## config.mk

```make
export PLATFORM = sky130hd
export DESIGN_NAME = tqvp_vga_probe
export DESIGN_NICKNAME = d
export VERILOG_FILES = /design/src/rtl/tqvp_vga_probe_pkg.sv /design/src/rtl/vga_sync_meter.sv /design/src/rtl/tqvp_vga_probe.sv
export SDC_FILE = /design/constraint.sdc
export NUM_CORES = 1
export LEC_CHECK = 0
export CAP_MARGIN = 20
export CORE_MARGIN = 3
export CORE_UTILIZATION = 30
export CTS_BUF_LIST = sky130_fd_sc_hd__clkbuf_16
export CTS_CLUSTER_DIAMETER = 200
export DETAILED_ROUTE_END_ITERATION = 7
export GPL_ROUTABILITY_DRIVEN = 0
export HOLD_SLACK_MARGIN = 0.1
export PLACE_DENSITY = 0.54
export SETUP_SLACK_MARGIN = 0.4
export SKIP_LAST_GASP = 1
export SLEW_MARGIN = 20
export SYNTH_ARGS = -nofsm -noshare
export SYNTH_HDL_FRONTEND = slang
export SYNTH_SLANG_ARGS = --single-unit
```

## constraint.sdc

```tcl
create_clock -name clk -period 5.1 [get_ports clk]
set_clock_uncertainty 0.15 [all_clocks]
set_input_delay 1.02 -clock clk [delete_from_list [all_inputs] [get_ports clk]]
set_output_delay 1.02 -clock clk [all_outputs]
set_load 0.05 [all_outputs]
```

## src/rtl/tqvp_vga_probe_pkg.sv

```systemverilog
// Shared constants for the VGA timing probe: register map, bit indices,
// counter widths, TinyVGA pin positions and the sampler state type.
package tqvp_vga_probe_pkg;

    localparam int unsigned XW = 12;
    localparam int unsigned YW = 11;

    localparam logic [XW-1:0] XMax = 12'hFFF;
    localparam logic [YW-1:0] YMax = 11'h7FF;

    localparam logic [5:0] AddrCtrl       = 6'h00;
    localparam logic [5:0] AddrSamplePos  = 6'h04;
    localparam logic [5:0] AddrSampleData = 6'h08;
    localparam logic [5:0] AddrLineLen    = 6'h0C;
    localparam logic [5:0] AddrHsWidth    = 6'h10;
    localparam logic [5:0] AddrFrameLines = 6'h14;
    localparam logic [5:0] AddrCurPos     = 6'h18;
    localparam logic [5:0] AddrStatus     = 6'h3C;

    localparam int unsigned CtrlHsPol       = 0;
    localparam int unsigned CtrlVsPol       = 1;
    localparam int unsigned CtrlIrqSampleEn = 2;
    localparam int unsigned CtrlIrqFrameEn  = 3;

    localparam int unsigned StatSamplePend = 0;
    localparam int unsigned StatFramePend  = 1;
    localparam int unsigned StatArmed      = 2;
    localparam int unsigned StatNoSignal   = 3;

    localparam int unsigned PinHsync = 7;
    localparam int unsigned PinVsync = 3;
    localparam int unsigned PinR1    = 0;
    localparam int unsigned PinR0    = 4;
    localparam int unsigned PinG1    = 1;
    localparam int unsigned PinG0    = 5;
    localparam int unsigned PinB1    = 2;
    localparam int unsigned PinB0    = 6;

    typedef enum logic [1:0] {
        SmpIdle,
        SmpArmed,
        SmpDone
    } smp_state_e;

    function automatic logic [XW-1:0] sat_inc_x(input logic [XW-1:0] v);
        return (v == XMax) ? v : v + 12'd1;
    endfunction

    function automatic logic [YW-1:0] sat_inc_y(input logic [YW-1:0] v);
        return (v == YMax) ? v : v + 11'd1;
    endfunction

endpackage

```

## src/rtl/vga_sync_meter.sv

```systemverilog
// Sync polarity, edge detection, pixel/line counters and timing measurements
// for an incoming VGA stream.
module vga_sync_meter
    import tqvp_vga_probe_pkg::*;
#(
    parameter int unsigned TIMEOUT = 4095
) (
    input  logic          clk_i,
    input  logic          rst_i,
    input  logic          hsync_i,
    input  logic          vsync_i,
    input  logic          hs_pol_i,
    input  logic          vs_pol_i,
    output logic [XW-1:0] x_cnt_o,
    output logic [YW-1:0] y_cnt_o,
    output logic [XW-1:0] line_len_o,
    output logic [XW-1:0] hs_width_o,
    output logic [YW-1:0] frame_lines_o,
    output logic          vs_assert_o,
    output logic          no_signal_o
);

    localparam logic [XW-1:0] TimeoutX = XW'(TIMEOUT);

    logic          hs_act, vs_act;
    logic          hs_q, vs_q;
    logic          hs_assert, hs_deassert, vs_assert;
    logic [XW-1:0] x_cnt_q, x_cnt_d;
    logic [YW-1:0] y_cnt_q, y_cnt_d;
    logic [XW-1:0] line_len_q, line_len_d;
    logic [XW-1:0] hs_width_q, hs_width_d;
    logic [YW-1:0] frame_lines_q, frame_lines_d;
    logic          no_signal_q, no_signal_d;

    // A clear polarity bit selects an active-low pulse: *_act is high while the pulse is on.
    assign hs_act = ~(hsync_i ^ hs_pol_i);
    assign vs_act = ~(vsync_i ^ vs_pol_i);

    assign hs_assert   = hs_act & ~hs_q;
    assign hs_deassert = ~hs_act & hs_q;
    assign vs_assert   = vs_act & ~vs_q;

    always_comb begin
        x_cnt_d       = hs_assert ? '0 : sat_inc_x(x_cnt_q);
        y_cnt_d       = y_cnt_q;
        line_len_d    = hs_assert ? sat_inc_x(x_cnt_q) : line_len_q;
        hs_width_d    = hs_deassert ? sat_inc_x(x_cnt_q) : hs_width_q;
        frame_lines_d = vs_assert ? y_cnt_q : frame_lines_q;
        no_signal_d   = no_signal_q;

        if (vs_assert) begin
            y_cnt_d = '0;
        end else if (hs_assert) begin
            y_cnt_d = sat_inc_y(y_cnt_q);
        end

        // Flag in the same cycle x lands on the limit so a sample there is blocked.
        if (hs_assert) begin
            no_signal_d = 1'b0;
        end else if (x_cnt_d == TimeoutX) begin
            no_signal_d = 1'b1;
        end
    end

    always_ff @(posedge clk_i or posedge rst_i) begin
        if (rst_i) begin
            hs_q          <= 1'b0;
            vs_q          <= 1'b0;
            x_cnt_q       <= '0;
            y_cnt_q       <= '0;
            line_len_q    <= '0;
            hs_width_q    <= '0;
            frame_lines_q <= '0;
            no_signal_q   <= 1'b0;
        end else begin
            hs_q          <= hs_act;
            vs_q          <= vs_act;
            x_cnt_q       <= x_cnt_d;
            y_cnt_q       <= y_cnt_d;
            line_len_q    <= line_len_d;
            hs_width_q    <= hs_width_d;
            frame_lines_q <= frame_lines_d;
            no_signal_q   <= no_signal_d;
        end
    end

    assign x_cnt_o       = x_cnt_q;
    assign y_cnt_o       = y_cnt_q;
    assign line_len_o    = line_len_q;
    assign hs_width_o    = hs_width_q;
    assign frame_lines_o = frame_lines_q;
    assign vs_assert_o   = vs_assert;
    assign no_signal_o   = no_signal_q;

endmodule

```

## src/rtl/tqvp_vga_probe.sv

```systemverilog
// TinyQV peripheral that measures VGA timing and samples one pixel at a
// programmed position; holds the register file, sampler and interrupt.
module tqvp_vga_probe
    import tqvp_vga_probe_pkg::*;
#(
    parameter int unsigned TIMEOUT = 4095
) (
    input  logic        clk,
    input  logic        rst,
    input  logic [7:0]  ui_in,
    output logic [7:0]  uo_out,
    input  logic [5:0]  address,
    input  logic [31:0] data_in,
    input  logic [1:0]  data_write_n,
    input  logic [1:0]  data_read_n,
    output logic [31:0] data_out,
    output logic        data_ready,
    output logic        user_interrupt
);

    logic [XW-1:0] x_cnt, line_len, hs_width;
    logic [YW-1:0] y_cnt, frame_lines;
    logic          vs_event, no_signal;

    logic [3:0]    ctrl_q, ctrl_d;
    logic [XW-1:0] sx_q, sx_d;
    logic [YW-1:0] sy_q, sy_d;
    logic [5:0]    sample_data_q, sample_data_d;
    logic          sample_pend_q, sample_pend_d;
    logic          frame_pend_q, frame_pend_d;
    smp_state_e    smp_q, smp_d;

    logic          wr_en, pos_wr, status_wr, match, capture, armed;
    logic [5:0]    pixel;
    logic          unused_bits;

    vga_sync_meter #(
        .TIMEOUT(TIMEOUT)
    ) u_meter (
        .clk_i        (clk),
        .rst_i        (rst),
        .hsync_i      (ui_in[PinHsync]),
        .vsync_i      (ui_in[PinVsync]),
        .hs_pol_i     (ctrl_q[CtrlHsPol]),
        .vs_pol_i     (ctrl_q[CtrlVsPol]),
        .x_cnt_o      (x_cnt),
        .y_cnt_o      (y_cnt),
        .line_len_o   (line_len),
        .hs_width_o   (hs_width),
        .frame_lines_o(frame_lines),
        .vs_assert_o  (vs_event),
        .no_signal_o  (no_signal)
    );

    assign wr_en     = (data_write_n != 2'b11);
    assign pos_wr    = (data_write_n == 2'b10) && (address == AddrSamplePos);
    assign status_wr = wr_en && (address == AddrStatus);
    assign match     = (x_cnt == sx_q) && (y_cnt == sy_q) && !no_signal;
    assign armed     = (smp_q == SmpArmed);
    assign pixel     = {ui_in[PinB1], ui_in[PinB0], ui_in[PinG1], ui_in[PinG0],
                        ui_in[PinR1], ui_in[PinR0]};

    // Sampler: a SAMPLE_POS write always re-arms, even over a same-cycle match.
    always_comb begin
        smp_d   = smp_q;
        capture = 1'b0;
        if (pos_wr) begin
            smp_d = SmpArmed;
        end else begin
            unique case (smp_q)
                SmpArmed: begin
                    if (match) begin
                        capture = 1'b1;
                        smp_d   = SmpDone;
                    end
                end
                SmpIdle, SmpDone: smp_d = smp_q;
                default:          smp_d = SmpIdle;
            endcase
        end
    end

    always_comb begin
        ctrl_d        = ctrl_q;
        sx_d          = sx_q;
        sy_d          = sy_q;
        sample_data_d = capture ? pixel : sample_data_q;
        if (wr_en && (address == AddrCtrl)) begin
            ctrl_d = data_in[3:0];
        end
        if (pos_wr) begin
            sx_d = data_in[XW-1:0];
            sy_d = data_in[16 +: YW];
        end
        sample_pend_d = capture  | (sample_pend_q & ~(status_wr & data_in[StatSamplePend]));
        frame_pend_d  = vs_event | (frame_pend_q  & ~(status_wr & data_in[StatFramePend]));
    end

    always_ff @(posedge clk or posedge rst) begin
        if (rst) begin
            smp_q         <= SmpIdle;
            ctrl_q        <= '0;
            sx_q          <= '0;
            sy_q          <= '0;
            sample_data_q <= '0;
            sample_pend_q <= 1'b0;
            frame_pend_q  <= 1'b0;
        end else begin
            smp_q         <= smp_d;
            ctrl_q        <= ctrl_d;
            sx_q          <= sx_d;
            sy_q          <= sy_d;
            sample_data_q <= sample_data_d;
            sample_pend_q <= sample_pend_d;
            frame_pend_q  <= frame_pend_d;
        end
    end

    always_comb begin
        data_out = '0;
        case (address)
            AddrCtrl:       data_out[3:0] = ctrl_q;
            AddrSamplePos:  data_out = {5'd0, sy_q, 4'd0, sx_q};
            AddrSampleData: data_out[5:0] = sample_data_q;
            AddrLineLen:    data_out[XW-1:0] = line_len;
            AddrHsWidth:    data_out[XW-1:0] = hs_width;
            AddrFrameLines: data_out[YW-1:0] = frame_lines;
            AddrCurPos:     data_out = {5'd0, y_cnt, 4'd0, x_cnt};
            AddrStatus:     data_out[3:0] = {no_signal, armed, frame_pend_q, sample_pend_q};
            default:        data_out = '0;
        endcase
    end

    assign user_interrupt = (sample_pend_q & ctrl_q[CtrlIrqSampleEn])
                          | (frame_pend_q & ctrl_q[CtrlIrqFrameEn]);
    assign uo_out         = '0;
    assign data_ready     = 1'b1;
    assign unused_bits    = ^{data_read_n, data_in[31:27], data_in[15:12]};

endmodule

```

==> impl_results.md, run 1 <==
- Chip Height: 138 um
- Transition time of the tightest slew-check pin: 0.770 ns
- Count of mapped cells out of synthesis: 506
- Clock tree from TritonCTS: built
- WHS Path Cells: 2
- Met2 wire length: 6.37 mm
- Number of diodes: 0
- Count of synthesis-stage warnings from yosys: 0
- Ys async rst share: 100%
- Power density over cell area: 348 nW/um^2
- Leakage: 0.00289 uW
- Max Root-Sink Buffers: 2
- Dominant register cell in the synthesized netlist: dfrtp_1
- Setup total negative slack: 0 ns
- Number of flip-flops and latches in the synthesized netlist: 98
- Worst endpoint required time: 3.93 ns
- Count of endpoints failing hold in the final timing report: 0
- Hold Buf Count CTS: 0
- Hold slack: 0.330 ns
- Core area: 16800 sq um
- # IOs: 94
- Slowest stage delay, CP: 0.71 ns
- Power after layout: 2260 uW
- Avg WL per Cell: 17.8 um
- Kind of path behind the tightest hold check: flip-flop to flip-flop
- Post-synthesis instance area: 5240 sq um
- Met1 Wirelength: 6.49 mm
- Reg2Reg Depth: 6
- Wire length of the first global-routing pass: 22.8 mm
- Port Buffers: 64
- PostCTS Resize Cnt: 0
- Count of distinct cell types in the synthesized netlist: 52
- Initial antenna violation count: 0
- Met3 wire length: 818 um
- Nets: 608
- Clock insertion delay at the later pin of the skew report: 0.35 ns
- Average cell area after synthesis: 10.3 sq um
- Data arrival time of the critical path: 3.20 ns
- Post-layout util: 38.7%
- Combined buffer and inverter count along the critical path: 2
- Critical path cell sequence: clkdlybuf4s50_1 -> nor2b_1 -> and2_1 -> a22o_1 -> buf_12
- Overall via count from detail_route: 3932
- Critical path start-end classification: input port to output pin
- Total overflow reported by the global router: 0
- Sequential fraction of the synthesis area: 46.8%
- Sinks on the clock net: 98
- Tightest slew margin relative to the limit: 48.6%
- Largest delay share family, worst path: simple AND/OR/NAND/NOR gates
- Post-CTS Repair Setup Buffers: 0
- Number of buffers inserted during clock tree synthesis: 9
- Highest metal layer with signal wires: met4
- Critical path capture point type: output pin
- Slowest cell on crit path: clkdlybuf4s50_1
- Final standard cell area without fillers: 6500 sq um
- DRT antenna net count: 0
- Max frequency: 229 MHz
- Number of flops mapped to enable cells by yosys: 0
- Register clock-pin slew on the reported worst setup and hold paths: 0.07 ns
- Finish-stage setup viols: 0
- Combined global-route utilization of all metal layers: 14.9%
- Area growth syn-to-layout: 24.2%
- Run status: completed
- Vias in the first global route: 4008
- Max-capacitance violation count: 0
- Logic depth of the worst path, buffers included: 5
- Fraction of layout instances using a drive strength above 1: 18.8%
- Worst voltage drop across the vdd grid: 0.200 mV
- Sum of routed wire length over all layers: 13.8 mm
- Number of placement rows: 47
- Post-route DRC: 0
- DIE AREA: 19100 sq um
- Largest net degree at the start of global routing: 43
- Max Fanout on Critical Path: 12
- Estimated wirelength of the detail-placed design: 10.1 mm
- Initial Util: 31.1%
- Minimum clock period: 4.37 ns
- Number of iterations in the first detailed-routing pass: 5
- Number of vias per cell after detailed routing: 5.05
- Placement Cell Area: 6210 sq um
- Die width: 138 um
- Clock root buffer: clkbuf_16
- Final Max Slew Viols: 0
- # H-tree levels: 3
- Setup repair after global routing missed its margin: no
- Startpoint kind of the worst setup timing path: input port
- Initial DRC Count: 286
- Period utilisation layout: 85.8%
## per-layer routing
| metal | vias to the layer above | GRT usage [%] |
|---|---|---|
| met2 | 127 | 22.6 |
| li1 | 1861 | - |
| met5 | - | 0 |
| met3 | 9 | 4.11 |
| met4 | 0 | 3.17 |
| met1 | 1935 | 21.2 |
## final timing paths
path,slack (ns),startpoint,end
worst max-delay path,0.73,address[2],data_out[26]
worst min-delay path,0.33,u_meter.hs_width_o[5]$_DFFE_PP0P_,u_meter.hs_width_o[5]$_DFFE_PP0P_
worst max register to register,2.14,u_meter.x_cnt_o[1]$_DFF_PP0_,u_meter.no_signal_o$_DFFE_PP0P_
worst min register to register,0.33,u_meter.hs_width_o[5]$_DFFE_PP0P_,u_meter.hs_width_o[5]$_DFFE_PP0P_
max in group asynchronous,3.01,rst,sx_q[0]$_DFFE_PP0P_
min in group asynchronous,0.93,rst,sx_q[10]$_DFFE_PP0P_
## registers in the layout (all words and copies together), names as in the netlist, 4 cells and up
name,flops
ctrl_q,4
sy_q,11
u_meter.frame_lines_o,11
sample_data_q,6
sx_q,12
u_meter.y_cnt_o,11
u_meter.x_cnt_o,12
u_meter.line_len_o,12
u_meter.hs_width_o,12
## stage by stage
stage | std cells | worst slack [ns]
after detailed placement | 763 | 0.748
after floorplan | 522 | 0.943
final | 779 | 0.725
after global placement | 763 | 0.748
after CTS | 779 | 0.731
after global routing | 779 | 0.544
## cell usage in the layout (no fill, tap or decap), drive strengths merged, types with 9 or more instances in the layout
cell type	synthesis	layout
nor4	11	11
buf	33	32
nor3	9	9
conb	2	18
a22o	17	17
nand3	13	13
xor2	29	29
nand2	39	39
dfrtp	98	98
clkdlybuf4s50	0	41
nor2	42	42
o21ai	32	32
mux2i	24	24
mux2	50	50
nand4	10	10
a21oi	16	16
clkbuf	19	9
## kinds of logic after synthesis
kind of cell             share of synthesized area, %
AO/OA/AOI/OAI                                    11.3
XOR/XNOR                                         6.19
adder cells (fa/ha/maj)                         0.478
buffers and inverters                            5.95
flip-flops                                       46.8
multiplexers                                     15.3
other                                           0.143
AND/OR/NAND/NOR                                  13.8
## report_power, final
part | switching, uW | internal [uW]
sequential | 152 | 898
combinational | 296 | 228
clock | 308 | 379
total | 757 | 1500
## cell type report
cell class,instances,area [sq um]
multi-input cells,367,2530
flip-flops and latches,98,2450
repair buffers,73,926
inverters,5,21.3
clock buffers,9,225
well taps,220,275
clock inverters,7,68.8
fillers,1677,10300
## cells in the mapped netlist, types with 4 or more instances
library cell	n	area, sq um
o22ai_1	7	43.8
a21oi_1	16	80.1
buf_2	8	40.0
buf_4	19	143
nor2_1	42	158
o31ai_1	4	30.0
nand2_1	39	146
mux2_2	49	552
nor2b_1	6	37.5
nor4_1	10	62.6
mux2i_1	24	240
o21ai_0	32	160
a222oi_1	4	40.0
inv_1	5	18.8
nand3_1	13	65.1
clkbuf_1	18	67.6
xnor2_1	8	70.1
nand4_1	10	62.6
xor2_1	29	254
buf_1	4	15.0
dfrtp_1	98	2450
nor3_1	8	40.0
a22o_1	17	149
## worst reg2reg max path: cells and delay by family (launching register included)
| kind | cells | cell delay [ns] |
|---|---|---|
| flops | 1 | 0.60 |
| compound gates | 2 | 0.76 |
| simple gates | 3 | 1.01 |
| fa+ha+maj | 1 | 0.38 |
Power figures use the tool's default switching activity.
==> inputs of run 2 (changes only) <==
--- a/config.mk
+++ b/config.mk
@@ -13,6 +13,7 @@
 export DETAILED_ROUTE_END_ITERATION = 7
 export GPL_ROUTABILITY_DRIVEN = 0
 export HOLD_SLACK_MARGIN = 0.1
+export MAX_ROUTING_LAYER = met4
 export PLACE_DENSITY = 0.54
 export SETUP_SLACK_MARGIN = 0.4
 export SKIP_LAST_GASP = 1
==> run 2 against run 1 <==
  * Fmax rose by 0.10%
  * Sequential share of layout area did not move
  * Sequential power barely moved
  * Sequential cell count did not move
  * Global-route usage rose by 0.51 points
  * Register-to-register slack got worse by 0.05 ns
  * Hold slack barely moved
  * First-iteration DRC count rose by 8.4%
  * Final area did not move
  * Critical path type unchanged
  * Critical endpoint unchanged
==> impl_results.md, run 2 (same netlist as run 1, synthesis figures left out) <==
- Worst min-delay path endpoint: u_meter.hs_width_o[5]$_DFFE_PP0P_
- Placed Cells incl. Taps: 763 (unchanged)
- Hold Path Origin: u_meter.hs_width_o[5]$_DFFE_PP0P_
- Max-capacitance violation count: 0 (unchanged)
- Die width: 138 um (unchanged)
- Slowest cell on crit path: clkdlybuf4s50_1
- Register clock-pin slew on the reported worst setup and hold paths: 0.07 ns (about the same)
- Clock insertion delay at the later pin of the skew report: 0.35 ns (about the same)
- DIE AREA: 19100 sq um (unchanged)
- Slowest stage delay, CP: 0.71 ns (about the same)
- Overall via count from detail_route: 3932 (unchanged)
- Avg WL per Cell: 17.8 um (+0.17%)
- Most common cell after layout, fill and taps aside: dfrtp_1
- Setup total negative slack: 0 ns (unchanged)
- Number of buffers inserted during clock tree synthesis: 9 (unchanged)
- Startpoint kind of the worst setup timing path: input port
- Transition time of the tightest slew-check pin: 0.765 ns (-0.00459 ns)
- Core area: 16800 sq um (unchanged)
- WHS Path Cells: 2 (unchanged)
- Origin of the critical flop-to-flop path: u_meter.x_cnt_o[0]$_DFF_PP0_
- Period utilisation layout: 85.7% (-0.086 points)
- Relative contribution of sequential cells to total power: 46.5% (about the same)
- Final Max Slew Viols: 0 (unchanged)
- Kind of path behind the tightest hold check: flip-flop to flip-flop
- DRT antenna net count: 0 (unchanged)
- Critical path cell sequence: clkdlybuf4s50_1 -> nor2b_1 -> and2_1 -> a22o_1 -> buf_12
- Number of diodes: 0 (unchanged)
- Data arrival time of the critical path: 3.20 ns (about the same)
- Clock tree from TritonCTS: built
- Total overflow reported by the global router: 0 (unchanged)
- Vias in the first global route: 4001 (-0.17%)
- Minimum clock period: 4.37 ns (-0.00438 ns)
- Endpoint of the worst register-to-register path: u_meter.no_signal_o$_DFFE_PP0P_
- Combined global-route utilization of all metal layers: 15.4% (+0.51 points)
- Fraction of power spent switching nets: 33.5% (about the same)
- Critical path start-end classification: input port to output pin
- Sinks on the clock net: 98 (unchanged)
- Number of iterations in the first detailed-routing pass: 6 (+1)
- Combinational cell fraction of total power: 23.2% (about the same)
- Run status: completed
- Estimated wirelength of the detail-placed design: 10.1 mm (unchanged)
- Initial Util: 31.1% (unchanged)
- Reg2Reg Depth: 6 (unchanged)
- Sum of routed wire length over all layers: 13.9 mm (+0.17%)
- Largest net degree at the start of global routing: 43 (unchanged)
- Worst R2R Setup Slack: 2.09 ns (-0.05 ns)
- # IOs: 94 (unchanged)
- Post-route DRC: 0 (unchanged)
- Final cell count without fillers: 779 (unchanged)
- Initial DRC Count: 310 (+8.4%)
- Fraction of layout instances using a drive strength above 1: 18.8% (unchanged)
- Nets: 608 (unchanged)
- Power density over cell area: 348 nW/um^2 (about the same)
- Clock root buffer: clkbuf_16
- Area growth syn-to-layout: 24.2% (unchanged)
- # H-tree levels: 3 (unchanged)
- Worst voltage drop across the vdd grid: 0.200 mV (-0.33%)
- Max frequency: 229 MHz (+0.10%)
- Clk pwr share: 30.3% (about the same)
- Hold Buf Count CTS: 0 (unchanged)
- Post-CTS Repair Setup Buffers: 0 (unchanged)
- Number of placement rows: 47 (unchanged)
- PostCTS Resize Cnt: 0 (unchanged)
- Count of endpoints failing hold in the final timing report: 0 (unchanged)
- Tightest slew margin relative to the limit: 48.9% (+0.31 points)
- Commonest cells after routing, fill and taps aside: dfrtp_1 (98), mux2_2 (49), nor2_1 (42), clkdlybuf4s50_1 (41), nand2_1 (39)
- Port Buffers: 64 (unchanged)
- Setup repair after global routing missed its margin: no
- Leakage: 0.00289 uW (unchanged)
- Int Power: 1500 uW (about the same)
- Finish-stage setup viols: 0 (unchanged)
- Max Root-Sink Buffers: 2 (unchanged)
- Total net switching power: 757 uW (about the same)
- Wire length of the first global-routing pass: 22.8 mm (+0.12%)
- Number of vias per cell after detailed routing: 5.05 (unchanged)
- Worst endpoint required time: 3.93 ns (about the same)
- Chip Height: 138 um (unchanged)
- Critical path capture point type: output pin
- Initial antenna violation count: 0 (unchanged)
- Max Fanout on Critical Path: 12 (unchanged)
[run 2: cell counts in the layout (fill, tap and decap cells not counted)]
No cell type changed its count.
[run 2: routing by layer]
layer / GRT usage [%] / share of wire (%) / wire length, um / vias up
met1: 21.4 / 47 / 6570 / 1943
met5: - / 0 / 0 / -
li1: - / - / - / 1854
met3: 4.28 / 5.0 / 696 / 9
met2: 22.5 / 46 / 6430 / 126
met4: 3.17 / 1.1 / 155 / 0
[run 2: layout make-up]
class,count,area [sq um]
clock buffer,9,225
sequential,98,2450
multi-input combinational,367,2530
tap,220,275
timing repair buffer,73,926
fill,1677,10300
clock inverter,7,68.8
inverter,5,21.3
[run 2: how the worst max path moves through the flow]
stage / from / to / slack, ns / depth (start not counted)
floorplan: address[2] / data_out[0] / 0.94 / 6
global route: address[2] / data_out[24] / 0.55 / 5
global placement: address[2] / data_out[26] / 0.75 / 5
detailed placement: address[2] / data_out[24] / 0.75 / 5
CTS: address[2] / data_out[24] / 0.73 / 5
finish: address[2] / data_out[26] / 0.73 / 5
[run 2: through the flow]
| step | instance area, sq um | power, uW | setup slack [ns] | hold slack, ns | util [%] |
|---|---|---|---|---|---|
| after global placement | 6210 | 1580 | 0.748 | 0.313 | 36.9 |
| final | 6500 | 2260 | 0.730 | 0.330 | 38.7 |
| after CTS | 6500 | 2280 | 0.731 | 0.337 | 38.7 |
| after floorplan | 5300 | 1410 | 0.943 | 0.293 | - |
| after detailed placement | 6210 | 1590 | 0.748 | 0.322 | 36.9 |
| after global routing | 6500 | 2380 | 0.554 | 0.354 | 38.7 |
[run 2: power by group through the flow]
stage               clock network, uW  logic (uW)  registers [uW]
global route                      731         582            1070
global placement                    0         521            1060
CTS                               699         531            1050
floorplan                           0         441             973
finish                            686         524            1050
detailed placement                  0         527            1060
[run 2: critical path, delay by kind of cell]
family | cells | cell delay [ns]
AO/OA/AOI/OAI | 1 | 0.30
buffers and inverters | 2 | 0.86
AND/OR/NAND/NOR | 2 | 1.01
